--- src/rtl/sevenseg_pkg.sv ---
// Shared 7-segment definitions used by both the display driver and the scan decoder,
// so the encode and decode tables always come from one source.
package sevenseg_pkg;

    typedef logic [6:0] seg_t;

    localparam seg_t SEG_BLANK = 7'h7F;

    // Active-low patterns, segment a in bit 0 through segment g in bit 6, indexed by nibble
    localparam seg_t SEG_TABLE [16] = '{
        7'h40, 7'h79, 7'h24, 7'h30, 7'h19, 7'h12, 7'h02, 7'h78,
        7'h00, 7'h10, 7'h08, 7'h03, 7'h46, 7'h21, 7'h06, 7'h0E
    };

    localparam logic [0:0] S_WAIT = 1'b0;
    localparam logic [0:0] S_HOLD = 1'b1;

    function automatic seg_t seg_encode(input logic [3:0] nibble);
        return SEG_TABLE[nibble];
    endfunction

endpackage

--- src/rtl/sevenseg_scan_decoder_pattern_decode.sv ---
// Combinational reverse lookup of an active-low segment pattern into a hex nibble.
module sevenseg_pattern_decode
    import sevenseg_pkg::*;
(
    input  seg_t       seg_i,
    output logic [3:0] nibble_o,
    output logic       blank_o,
    output logic       invalid_o
);

    // Anything that is neither blank nor in the table reports as blank and invalid
    always_comb begin
        nibble_o  = 4'h0;
        blank_o   = 1'b1;
        invalid_o = 1'b1;
        if (seg_i == SEG_BLANK) begin
            invalid_o = 1'b0;
        end else begin
            for (int i = 0; i < 16; i++) begin
                if (seg_i == SEG_TABLE[i]) begin
                    nibble_o  = 4'(i);
                    blank_o   = 1'b0;
                    invalid_o = 1'b0;
                end
            end
        end
    end

endmodule

--- src/rtl/sevenseg_scan_decoder.sv ---
// Passive monitor of a multiplexed 4-digit 7-segment bus; rebuilds the displayed
// nibbles and publishes them as one coherent frame with valid/error flags.
module sevenseg_scan_decoder
    import sevenseg_pkg::*;
#(
    parameter int unsigned SYNC_STAGES    = 2,
    parameter int unsigned STABLE_CYCLES  = 16,
    parameter int unsigned TIMEOUT_CYCLES = 1048576
) (
    input  logic        clk,
    input  logic        rst,
    input  logic [3:0]  an_i,
    input  logic [6:0]  seg_i,
    output logic [15:0] digits_o,
    output logic [3:0]  blank_o,
    output logic        valid_o,
    output logic        frame_o,
    output logic        err_o
);

    localparam int unsigned STAB_W = $clog2(STABLE_CYCLES + 1);
    localparam int unsigned TO_W   = $clog2(TIMEOUT_CYCLES + 1);
    localparam logic [STAB_W-1:0] STAB_MAX = STAB_W'(STABLE_CYCLES);
    localparam logic [TO_W-1:0]   TO_LAST  = TO_W'(TIMEOUT_CYCLES - 1);

    logic [SYNC_STAGES-1:0][3:0] an_sync_q, an_sync_d;
    logic [SYNC_STAGES-1:0][6:0] seg_sync_q, seg_sync_d;
    logic [3:0]        an_prev_q, an_prev_d;
    seg_t              seg_prev_q, seg_prev_d;
    logic [STAB_W-1:0] stab_cnt_q, stab_cnt_d;
    logic [TO_W-1:0]   to_cnt_q, to_cnt_d;
    logic [0:0]        state_q, state_d;
    logic [3:0]        seen_q, seen_d;
    logic [15:0]       shadow_digits_q, shadow_digits_d;
    logic [3:0]        shadow_blank_q, shadow_blank_d;
    logic [15:0]       digits_q, digits_d;
    logic [3:0]        blank_q, blank_d;
    logic              valid_q, valid_d;
    logic              frame_q, frame_d;
    logic              err_q, err_d;

    logic [3:0]  an_s;
    seg_t        seg_s;
    logic        sample_changed;
    logic        accept;
    logic        complete;
    logic        timeout;
    logic [1:0]  digit_idx;
    logic [3:0]  dec_nibble;
    logic        dec_blank;
    logic        dec_invalid;

    sevenseg_pattern_decode u_decode (
        .seg_i     (seg_s),
        .nibble_o  (dec_nibble),
        .blank_o   (dec_blank),
        .invalid_o (dec_invalid)
    );

    assign an_s  = an_sync_q[SYNC_STAGES-1];
    assign seg_s = seg_sync_q[SYNC_STAGES-1];

    always_comb begin
        an_sync_d      = {an_sync_q[SYNC_STAGES-2:0], an_i};
        seg_sync_d     = {seg_sync_q[SYNC_STAGES-2:0], seg_i};
        an_prev_d      = an_s;
        seg_prev_d     = seg_s;
        sample_changed = ({an_s, seg_s} != {an_prev_q, seg_prev_q});

        digit_idx = 2'd0;
        case (an_s)
            4'b1101: digit_idx = 2'd1;
            4'b1011: digit_idx = 2'd2;
            4'b0111: digit_idx = 2'd3;
            default: digit_idx = 2'd0;
        endcase

        if (sample_changed)
            stab_cnt_d = '0;
        else if (stab_cnt_q == STAB_MAX)
            stab_cnt_d = stab_cnt_q;
        else
            stab_cnt_d = stab_cnt_q + 1'b1;

        // The sample must still match this cycle so the decoded pattern is the stable one
        accept   = (state_q == S_WAIT) && (stab_cnt_q == STAB_MAX) &&
                   !sample_changed && $onehot(~an_s);
        complete = (seen_q == 4'hF);
        timeout  = (to_cnt_q == TO_LAST) && !accept;

        state_d = state_q;
        if (state_q == S_WAIT && accept)
            state_d = S_HOLD;
        else if (state_q == S_HOLD && sample_changed)
            state_d = S_WAIT;

        shadow_digits_d = shadow_digits_q;
        shadow_blank_d  = shadow_blank_q;
        err_d           = 1'b0;
        if (accept) begin
            shadow_digits_d[{digit_idx, 2'b00} +: 4] = dec_nibble;
            shadow_blank_d[digit_idx]                = dec_blank;
            err_d                                    = dec_invalid;
        end

        seen_d = seen_q;
        if (complete || timeout)
            seen_d = 4'h0;
        if (accept)
            seen_d = seen_d | (4'b0001 << digit_idx);

        to_cnt_d = (accept || timeout) ? '0 : to_cnt_q + 1'b1;

        // Completion overrides a coincident timeout
        valid_d  = valid_q;
        if (timeout)
            valid_d = 1'b0;
        if (complete)
            valid_d = 1'b1;
        frame_d  = complete;
        digits_d = complete ? shadow_digits_q : digits_q;
        blank_d  = complete ? shadow_blank_q : blank_q;
    end

    always_ff @(posedge clk) begin
        if (rst) begin
            an_sync_q       <= '1;
            seg_sync_q      <= '1;
            an_prev_q       <= '1;
            seg_prev_q      <= '1;
            stab_cnt_q      <= '0;
            to_cnt_q        <= '0;
            state_q         <= S_WAIT;
            seen_q          <= 4'h0;
            shadow_digits_q <= 16'h0;
            shadow_blank_q  <= 4'hF;
            digits_q        <= 16'h0;
            blank_q         <= 4'hF;
            valid_q         <= 1'b0;
            frame_q         <= 1'b0;
            err_q           <= 1'b0;
        end else begin
            an_sync_q       <= an_sync_d;
            seg_sync_q      <= seg_sync_d;
            an_prev_q       <= an_prev_d;
            seg_prev_q      <= seg_prev_d;
            stab_cnt_q      <= stab_cnt_d;
            to_cnt_q        <= to_cnt_d;
            state_q         <= state_d;
            seen_q          <= seen_d;
            shadow_digits_q <= shadow_digits_d;
            shadow_blank_q  <= shadow_blank_d;
            digits_q        <= digits_d;
            blank_q         <= blank_d;
            valid_q         <= valid_d;
            frame_q         <= frame_d;
            err_q           <= err_d;
        end
    end

    assign digits_o = digits_q;
    assign blank_o  = blank_q;
    assign valid_o  = valid_q;
    assign frame_o  = frame_q;
    assign err_o    = err_q;

endmodule

--- config.mk ---
export PLATFORM = sky130hd
export DESIGN_NAME = sevenseg_scan_decoder
export DESIGN_NICKNAME = d
export VERILOG_FILES = /design/src/rtl/sevenseg_pkg.sv /design/src/rtl/sevenseg_scan_decoder_pattern_decode.sv /design/src/rtl/sevenseg_scan_decoder.sv
export SDC_FILE = /design/constraint.sdc
export NUM_CORES = 1
export LEC_CHECK = 0
export CAP_MARGIN = 15
export CORE_MARGIN = 4
export CORE_UTILIZATION = 31
export CTS_BUF_LIST = sky130_fd_sc_hd__clkbuf_8
export DETAILED_ROUTE_END_ITERATION = 10
export GPL_TIMING_DRIVEN = 1
export SYNTH_ARGS = -nofsm -noshare
export SYNTH_HDL_FRONTEND = slang
export SYNTH_SLANG_ARGS = --single-unit
--- constraint.sdc ---
create_clock -name clk -period 4.1 [get_ports clk]
set_input_delay 0.615 -clock clk [delete_from_list [all_inputs] [get_ports clk]]
set_output_delay 0.615 -clock clk [all_outputs]
set_load 0.05 [all_outputs]
==> results of run 1 <==
## flip-flops by register name (all words and copies together) (netlist names)
register,count
to_cnt_q,21
digits_o,16
shadow_digits_q,16
seg_prev_d,7
seg_prev_q,7
seg_sync_d,7
stab_cnt_q,5
an_prev_d,4
an_prev_q,4
an_sync_d,4
blank_o,4
seen_q,4
shadow_blank_q,4
err_o,1
frame_o,1
state_q,1
valid_o,1
## critical path: cells and delay by family, from the launching register on
kind | cells | cell delay (ns)
fa+ha+maj | 3 | 1.01
flops | 1 | 0.38
buf+inv | 1 | 0.04
simple gates | 5 | 1.68
## metrics by stage
stage | std cells | setup WS [ns]
final | 690 | 0.863
after global routing | 690 | 0.655
after CTS | 690 | 0.838
after detailed placement | 674 | 0.824
after global placement | 674 | 0.972
after floorplan | 484 | 1.18
## path summary, 6_finish.rpt
kind / from / end / slack (ns) / cells after the start
min reg2reg: seg_sync_d[8] / seg_prev_d[1] / 0.41 / 1
min: seg_sync_d[8] / seg_prev_d[1] / 0.41 / 1
max: an_prev_d[0] / to_cnt_q[8] / 0.86 / 9
max reg2reg: an_prev_d[0] / to_cnt_q[8] / 0.86 / 9
## area by class of cell
type / instances / area (um^2) / share of cell area
clock buffer: 9 / 124 / 0.0239
sequential: 107 / 2140 / 0.414
tap: 180 / 225 / 0.0435
multi-input combinational: 334 / 2190 / 0.424
inverter: 15 / 56.3 / 0.0109
timing repair buffer: 38 / 368 / 0.0710
clock inverter: 7 / 70.1 / 0.0135
## cells in the mapped netlist, drive strengths merged (2+ instances only)
library cell | number | area, um^2
dfxtp | 107 | 2140
nand2 | 57 | 221
nor2 | 37 | 139
or2 | 34 | 213
a21oi | 27 | 135
clkbuf | 21 | 78.8
xnor2 | 21 | 184
nand3 | 16 | 80.1
inv | 15 | 56.3
nand4 | 15 | 93.8
ha | 14 | 175
xor2 | 14 | 123
a22o | 11 | 96.3
nor3 | 8 | 51.3
buf | 7 | 47.5
nor4b | 7 | 76.3
nand2b | 6 | 37.5
o21ai | 6 | 30.0
a21boi | 5 | 37.5
nand3b | 5 | 37.5
nor4 | 5 | 46.3
and4 | 4 | 35.0
a311o | 3 | 30.0
and3 | 3 | 18.8
o32ai | 3 | 26.3
or4 | 3 | 26.3
a211oi | 2 | 32.5
a21o | 2 | 15.0
and2 | 2 | 12.5
and3b | 2 | 17.5
mux2i | 2 | 20.0
nor3b | 2 | 15.0
nor4bb | 2 | 20.0
o31ai | 2 | 15.0
## power groups by stage
stage               clock network [uW]  registers, uW  logic (uW)
floorplan                            0           1090        86.9
detailed placement                   0           1100         108
global route                       696           1080         121
finish                             632           1070         107
CTS                                658           1070         108
global placement                     0           1100         106
## cells by family (layout without fill, tap and decap cells)
logic type                 count (synthesis)  in the layout  share of synthesized area
AOI/OAI and AO/OA                         71             71                      0.112
xor gates and xnor gates                  35             35                     0.0678
adders and majority gates                 15             15                     0.0432
buffers and inverters                     43             69                     0.0404
DFF                                      107            107                      0.474
muxes                                      2              2                    0.00443
and+or+nand+nor                          211            211                      0.258
## layer usage
layer,GRT usage,up-vias,part of all wire
met3,0.0216,16,0.039
met2,0.169,66,0.44
met4,0.0581,0,0.028
li1,-,1700,-
met5,0,-,0
met1,0.149,1543,0.49
==> results.yml, run 1 <==
clock_network:
  ctsResizeCount: 0
  root_buffer: "clkbuf_8"
  cts_tree: "built"
  cts.reportedPaths.clkPinSlew_ns: 0.09
  max-clock-path-buffers: 2
  worstSkewPairLatency_ns: 0.37
  htreeDepth: 3
  postCtsSetupBuffers: 0
  hold_buffers: 0
  cts_buffers: 9
  cts.sinks: 107
grt:
  grt_overflow: 0
  antenna_found_initial: 0
  grt_pass1_wl_um: 15100
  grt_max_degree: 81
  grt_pass1_vias: 3211
  grt_usage: 0.111
sta:
  hold_slack_ns: 0.414
  fin_crit_ns: 3.24
  final.period_utilization: 0.790
  maxSlewViolCount: 0
  finalSetupTns_ns: 0
  max_slew.worst_pin.slew_ns: 1.18
  max_freq_mhz: 309
  grt_setup_unrepaired: "no"
  relSlewSlack: 0.201
  fin_worst_skew_ns: 0.00928
  finalSetupViolCount: 0
  hold_viol_final: 0
setup_path:
  cp.required_ns: 4.34
  worstSetupEndpointType: "flop"
  start_kind: "flop"
  cp_common_cell: "ha_1"
  critPathKind: "reg2reg"
  cp_slowest_cell: "or3_1"
  crit_arrival_ns: 3.47
  slowest_delay_ns: 0.62
  worstPathMaxFanout: 19
  path_cells: "fa_1, inv_1, ha_1, ha_1, nor4b_4, nand2_4, nor4_1, or3_1, nor2_1"
synthesis:
  yosysWarningCount: 0
  yosysUniqueCellTypes: 59
  syn-cell-area_mm2: 0.00452
  synth_top_flop_cell: "dfxtp_1"
  synth_area_per_cell_um2: 9.33
  synth_fp_nets: 512
  ys_ff_latch: 107
  synth_edf_count: 0
  ys_seq_area_frac: 0.474
  synthArstFlopShare: 0
  syn_inst: 484
layout:
  fillCellCount: 1414
  layout_commonest_cell: "dfxtp_1"
  final_util: 0.367
  design_area_mm2: 0.00518
  drive_gt1_frac: 0.118
  finalNetCount: 533
  mostFrequentLayoutCells: "dfxtp_1, nand2_1, nor2_1, or2_2, clkdlybuf4s50_1"
  n_antenna_cell: 0
  syn_to_final_growth_pct: 14.6
floorplan:
  rows: 43
  fp.dieH_um: 129
  die_w_um: 129
  start_util: 0.321
  die_area_mm2: 0.0166
  core_area_mm2: 0.0141
  ios: 36
placed_design:
  detailed_place_hpwl_um: 6230
  port_buffers: 35
  gp_congestion: 0.783
  dpl_cell_area_mm2: 0.00498
detailed_routing:
  dr_total_vias: 3325
  routed_wl_um: 8700
  vias_per_cell: 4.82
  ant_nets: 0
  drt_iter0_drc: 175
  drt-pass1-iter-count: 4
  drcViolationCount: 0
  wl_per_cell_um: 12.6
power_and_ir_drop:
  ir_worst_vdd_v: 0.000141
  p_per_area_mw_per_mm2: 350
  p_sw_frac: 0.237
  internal-power_uw: 1380
  p_sw_uw: 429
  clkPwrFrac: 0.349
  finalPower_uw: 1810
  p_leak_uw: 0.00190
  power.share.sequential: 0.592
  comb_power_share: 0.059
worst_hold_path:
  hp-class: "reg2reg"
status:
  status: "complete, no violations"
run:
  drv_cap: 0
No activity file was read; power rests on OpenSTA's default activity.
==> run 2: changes to the inputs <==
Clock period 4.1 ns to 3 ns, I/O delays scaled along.
==> run 2 against run 1 <==
Wire length rose by 0.32%. Critical path type unchanged. Clock-buffer cell count rose by 2. Clock power up 49%. Highest routed layer unchanged. Combinational power increased by 43%. Largest power group unchanged. Hold slack improved by 0.0016 ns. Global-route usage up 0.12 points. Non-clock buffer count rose by 5.
==> results.yml, run 2 (same netlist as run 1, synthesis figures left out) <==
layout:
  n_antenna_cell: 0
  layout_commonest_cell: "dfxtp_1"
  syn_to_final_growth_pct: 16.6
  fin_cells: 695
  drive_gt1_frac: 0.130
  largest_register: "to_cnt_q"
  mostFrequentLayoutCells: "dfxtp_1, nand2_1, nor2_1, or2_2, clkdlybuf4s50_1"
  fillCellCount: 1429
  largest_reg_flops: 21
  finalNetCount: 538
setup_path:
  crit_arrival_ns: 3.16
  worstPathMaxFanout: 9
  cp.required_ns: 3.32
  critPathKind: "reg2reg"
  start_kind: "flop"
  worstSetupEndpointType: "flop"
  r2r_cells: 9
placed_design:
  port_buffers: 35
  detailed_place_hpwl_um: 6200
  gp_congestion: 0.831
  post-place-cells: 679
worst_hold_path:
  hp-class: "reg2reg"
  holdPathStages: 1
clock_network:
  ctsResizeCount: 0
  cts.reportedPaths.clkPinSlew_ns: 0.09
  cts_buffers: 9
  cts_tree: "built"
  max-clock-path-buffers: 2
  htreeDepth: 3
  worstSkewPairLatency_ns: 0.38
  postCtsSetupBuffers: 0
  root_buffer: "clkbuf_8"
  cts.sinks: 107
grt:
  grt_pass1_vias: 3179
  grt_usage: 0.112
  grt_max_degree: 58
  grt_use_met2: 0.173
  grt_overflow: 0
  antenna_found_initial: 0
  gr-usage-met1: 0.149
  grt_pass1_wl_um: 15100
  grt_use_met3: 0.0299
  globalRoute.busiestLayer: "met2"
detailed_routing:
  drcViolationCount: 0
  dr_total_vias: 3308
  vias_per_cell: 4.76
  ant_nets: 0
  wl_per_cell_um: 12.6
  drt_iter0_drc: 171
  routed_wl_um: 8730
  drt-pass1-iter-count: 4
power_and_ir_drop:
  p_leak_uw: 0.00195
  ir_worst_vdd_v: 0.000188
  p_per_area_mw_per_mm2: 486
floorplan:
  start_util: 0.321
  core_area_mm2: 0.0141
  die_area_mm2: 0.0166
  rows: 43
  fp.dieH_um: 129
  die_w_um: 129
  ios: 36
sta:
  final.period_utilization: 0.944
  max_freq_mhz: 353
  relSlewSlack: 0.310
  maxSlewViolCount: 0
  fin_worst_skew_ns: 0.0170
  finalSetupTns_ns: 0
  finalSetupViolCount: 0
  grt_setup_unrepaired: "no"
  fin_crit_ns: 2.83
  max_slew.worst_pin.slew_ns: 1.02
  hold_viol_final: 0
status:
  status: "complete, no violations"
run:
  drv_cap: 0
## run 2: path summary, 6_finish.rpt
check / endpoint / from / slack [ns]
setup / recovery: seen_q[3] / an_prev_d[0] / 0.17
hold / removal: seg_prev_d[4] / seg_sync_d[11] / 0.42
setup reg to reg: seen_q[3] / an_prev_d[0] / 0.17
hold reg to reg: seg_prev_d[4] / seg_sync_d[11] / 0.42
## run 2: per-layer routing
metal  wire, um  part of all wire
met4        160             0.018
met5          0                 0
met1       4430              0.51
met2       3830              0.44
met3        314             0.036
## run 2: area by class of cell
cell class,count,area [um^2],share of cell area
timing repair buffer,43,430,0.0817
clock buffer,11,151,0.0287
inverter,15,56.3,0.0107
tap,180,225,0.0428
clock inverter,5,67.6,0.0128
sequential,107,2140,0.407
multi-input combinational,334,2190,0.416
## run 2: repair_timing
| action | CTS | global route |
|---|---|---|
| hold buffers | 0 | 0 |
| setup endpoints to repair | 0 | 5 |
| hold endpoints to repair | 0 | 0 |
## run 2: power by group
part	leakage [uW]	internal [uW]	switching [uW]	total, uW
sequential	0.000869	1440	23.9	1470
clock	0.000112	443	498	941
combinational	0.000965	69.3	83.6	153
## run 2: metrics by stage
step | worst slack, ns | hold WS (ns) | power [uW] | utilization | cell area (um^2)
floorplan | 0.0766 | 0.389 | 1610 | - | 4520
global placement | 0.106 | 0.394 | 1650 | 0.358 | 5050
detailed placement | 0.0532 | 0.393 | 1650 | 0.358 | 5050
CTS | 0.0309 | 0.417 | 2600 | 0.374 | 5270
global route | 0.00947 | 0.433 | 2670 | 0.374 | 5270
finish | 0.167 | 0.416 | 2560 | 0.374 | 5270
## run 2: critical path, stage by stage, from the launching register on
cell      delay [ns]
dfxtp_1         0.34
fa_1            0.53
inv_1           0.04
ha_1            0.17
ha_1            0.30
nor4b_4         0.29
nand2_4         0.11
or4_4           0.51
a211oi_4        0.32
a22o_1          0.18
==> run 3: changes to the inputs <==
Settings changed: CAP_MARGIN 15 to 20, CORE_UTILIZATION 31 to 40.
==> run 3 against run 2 <==
Clock skew is 0.00080 ns lower. Hold slack worse by 0.077 ns. Maximum frequency is 1.7% lower. Combinational power hardly changed. Cell count is 5.2% lower. Via count is 0.76% lower. Clock power is 9.8% lower. Total power is 3.5% lower. Setup slack worse by 0.048 ns. Non-clock buffer count is 4 higher. Flip-flop and latch count stayed put. Utilization is 11 points higher. Critical path type unchanged. Largest cell class unchanged.
==> results.yml, run 3 (same netlist as run 1, synthesis figures left out) <==
clock_network:
  max-clock-path-buffers: 2
  htreeDepth: 3
  hold_buffers: 0
  root_buffer: "clkbuf_8"
  worstSkewPairLatency_ns: 0.37
  cts_buffers: 9
  cts_tree: "built"
  cts.reportedPaths.clkPinSlew_ns: 0.11
  cts.sinks: 107
floorplan:
  fp.dieH_um: 114
  start_util: 0.413
  rows: 38
  core_area_mm2: 0.0109
  ios: 36
  die_w_um: 114
  die_area_mm2: 0.0131
layout:
  largest_register: "to_cnt_q"
  layout_commonest_cell: "dfxtp_1"
  finalNetCount: 542
  multi_input_area_mm2: 0.00221
  seq_area_mm2: 0.00214
  drive_gt1_frac: 0.145
  final_util: 0.479
  fillCellCount: 1064
  largest_reg_flops: 21
  n_antenna_cell: 0
  design_area_mm2: 0.00524
  syn_to_final_growth_pct: 15.9
  mostFrequentLayoutCells: "dfxtp_1, nand2_1, nor2_1, or2_2, clkdlybuf4s50_1"
detailed_routing:
  wl_per_cell_um: 12.8
  routed_wl_um: 8460
  dr_total_vias: 3283
  drt_iter0_drc: 142
  drcViolationCount: 0
  ant_nets: 0
  drt-pass1-iter-count: 4
  vias_per_cell: 4.98
setup_path:
  worstSetupEndpointType: "flop"
  cp.required_ns: 3.31
  cp_slowest_cell: "or4_4"
  slowest_delay_ns: 0.61
  critPathKind: "reg2reg"
  path_cells: "fa_1, inv_1, ha_2, ha_4, nor4b_4, nand2_4, or4_4, a211oi_4, a22o_1"
  crit_arrival_ns: 3.19
  worstPathMaxFanout: 6
  start_kind: "flop"
sta:
  max_freq_mhz: 347
  hold_viol_final: 0
  max_slew.worst_pin.slew_ns: 0.988
  finalSetupViolCount: 0
  grt_setup_unrepaired: "yes"
  final.period_utilization: 0.961
  relSlewSlack: 0.333
  fin_crit_ns: 2.88
  maxSlewViolCount: 0
  fin_worst_skew_ns: 0.0162
grt:
  grt_usage: 0.136
  grt_pass1_wl_um: 14600
  grt_overflow: 0
  grt_max_degree: 41
  grt_pass1_vias: 3136
  antenna_found_initial: 0
run:
  drv_cap: 0
power_and_ir_drop:
  p_leak_uw: 0.00195
  p_per_area_mw_per_mm2: 472
  finalPower_uw: 2470
  ir_worst_vdd_v: 0.000324
placed_design:
  dpl_cell_area_mm2: 0.00500
  port_buffers: 35
  detailed_place_hpwl_um: 6100
  gp_congestion: 0.809
status:
  status: "complete, no violations"
worst_hold_path:
  hp-class: "in2reg"
[run 3: cell types whose count changed in the layout (fill, tap and decap cells not counted)]
cell / delta
clkbuf_8: -2
dfxtp_2: +2
ha_2: +1
clkinv_4: -2
ha_4: +1
inv_6: +3
clkinv_2: +1
ha_1: -2
buf_4: +4
clkinv_8: +1
bufinv_16: -1
dfxtp_1: -2
[run 3: path summary, 6_finish.rpt]
check,from,to,slack [ns],cells after the start
worst max-delay path,an_prev_d[3],seen_q[3],0.12,9
worst min-delay path,rst,to_cnt_q[20],0.34,2
worst max register to register,an_prev_d[3],seen_q[3],0.12,9
worst min register to register,seg_sync_d[9],seg_prev_d[2],0.41,1
[run 3: per-layer routing]
layer | vias up | part of all wire | global-route usage
met3 | 13 | 0.031 | 0.0233
met1 | 1503 | 0.47 | 0.173
met4 | 0 | 0.019 | 0.0515
li1 | 1719 | - | -
met2 | 48 | 0.48 | 0.231
met5 | - | 0 | 0
[run 3: area by class of cell]
| cell class | instances | share of cell area |
|---|---|---|
| flip-flops and latches | 107 | 0.410 |
| clock buffers | 9 | 0.0237 |
| clock inverters | 7 | 0.0129 |
| well taps | 140 | 0.0335 |
| multi-input cells | 334 | 0.422 |
| repair buffers | 47 | 0.0879 |
| inverters | 15 | 0.0108 |
[run 3: report_power, final]
group	total, uW	switching [uW]	leakage (uW)	internal, uW
sequential	1470	24.0	0.000869	1440
combinational	156	84.1	0.000977	71.7
clock	849	523	0.0000997	326
total	2470	631	0.00195	1840
[run 3: what timing repair did]
item                                   4_1_cts  5_1_grt
setup endpoints to repair                    2        9
endpoints found under the hold margin        0        0
buffers inserted                             0        3
pin swaps                                    3        7
gates resized for setup                      0        4
[run 3: per-stage QoR]
step / instances / setup WS, ns / hold WS (ns) / setup TNS [ns]
4_1_cts: 656 / 0.0178 / 0.322 / 0
2_1_floorplan: 484 / 0.0766 / 0.389 / 0
5_1_grt: 659 / -0.0357 / 0.337 / -0.0651
6_report: 659 / 0.118 / 0.339 / 0
3_3_place_gp: 640 / 0.104 / 0.394 / 0
3_5_place_dp: 640 / 0.00438 / 0.392 / 0
[run 3: critical path: cells and delay by family (launching register included)]
kind,cells,cell delay [ns]
adder cells (fa/ha/maj),3,0.93
AO/OA/AOI/OAI,2,0.48
AND/OR/NAND/NOR,3,1.05
buffers and inverters,1,0.05
flip-flops,1,0.34
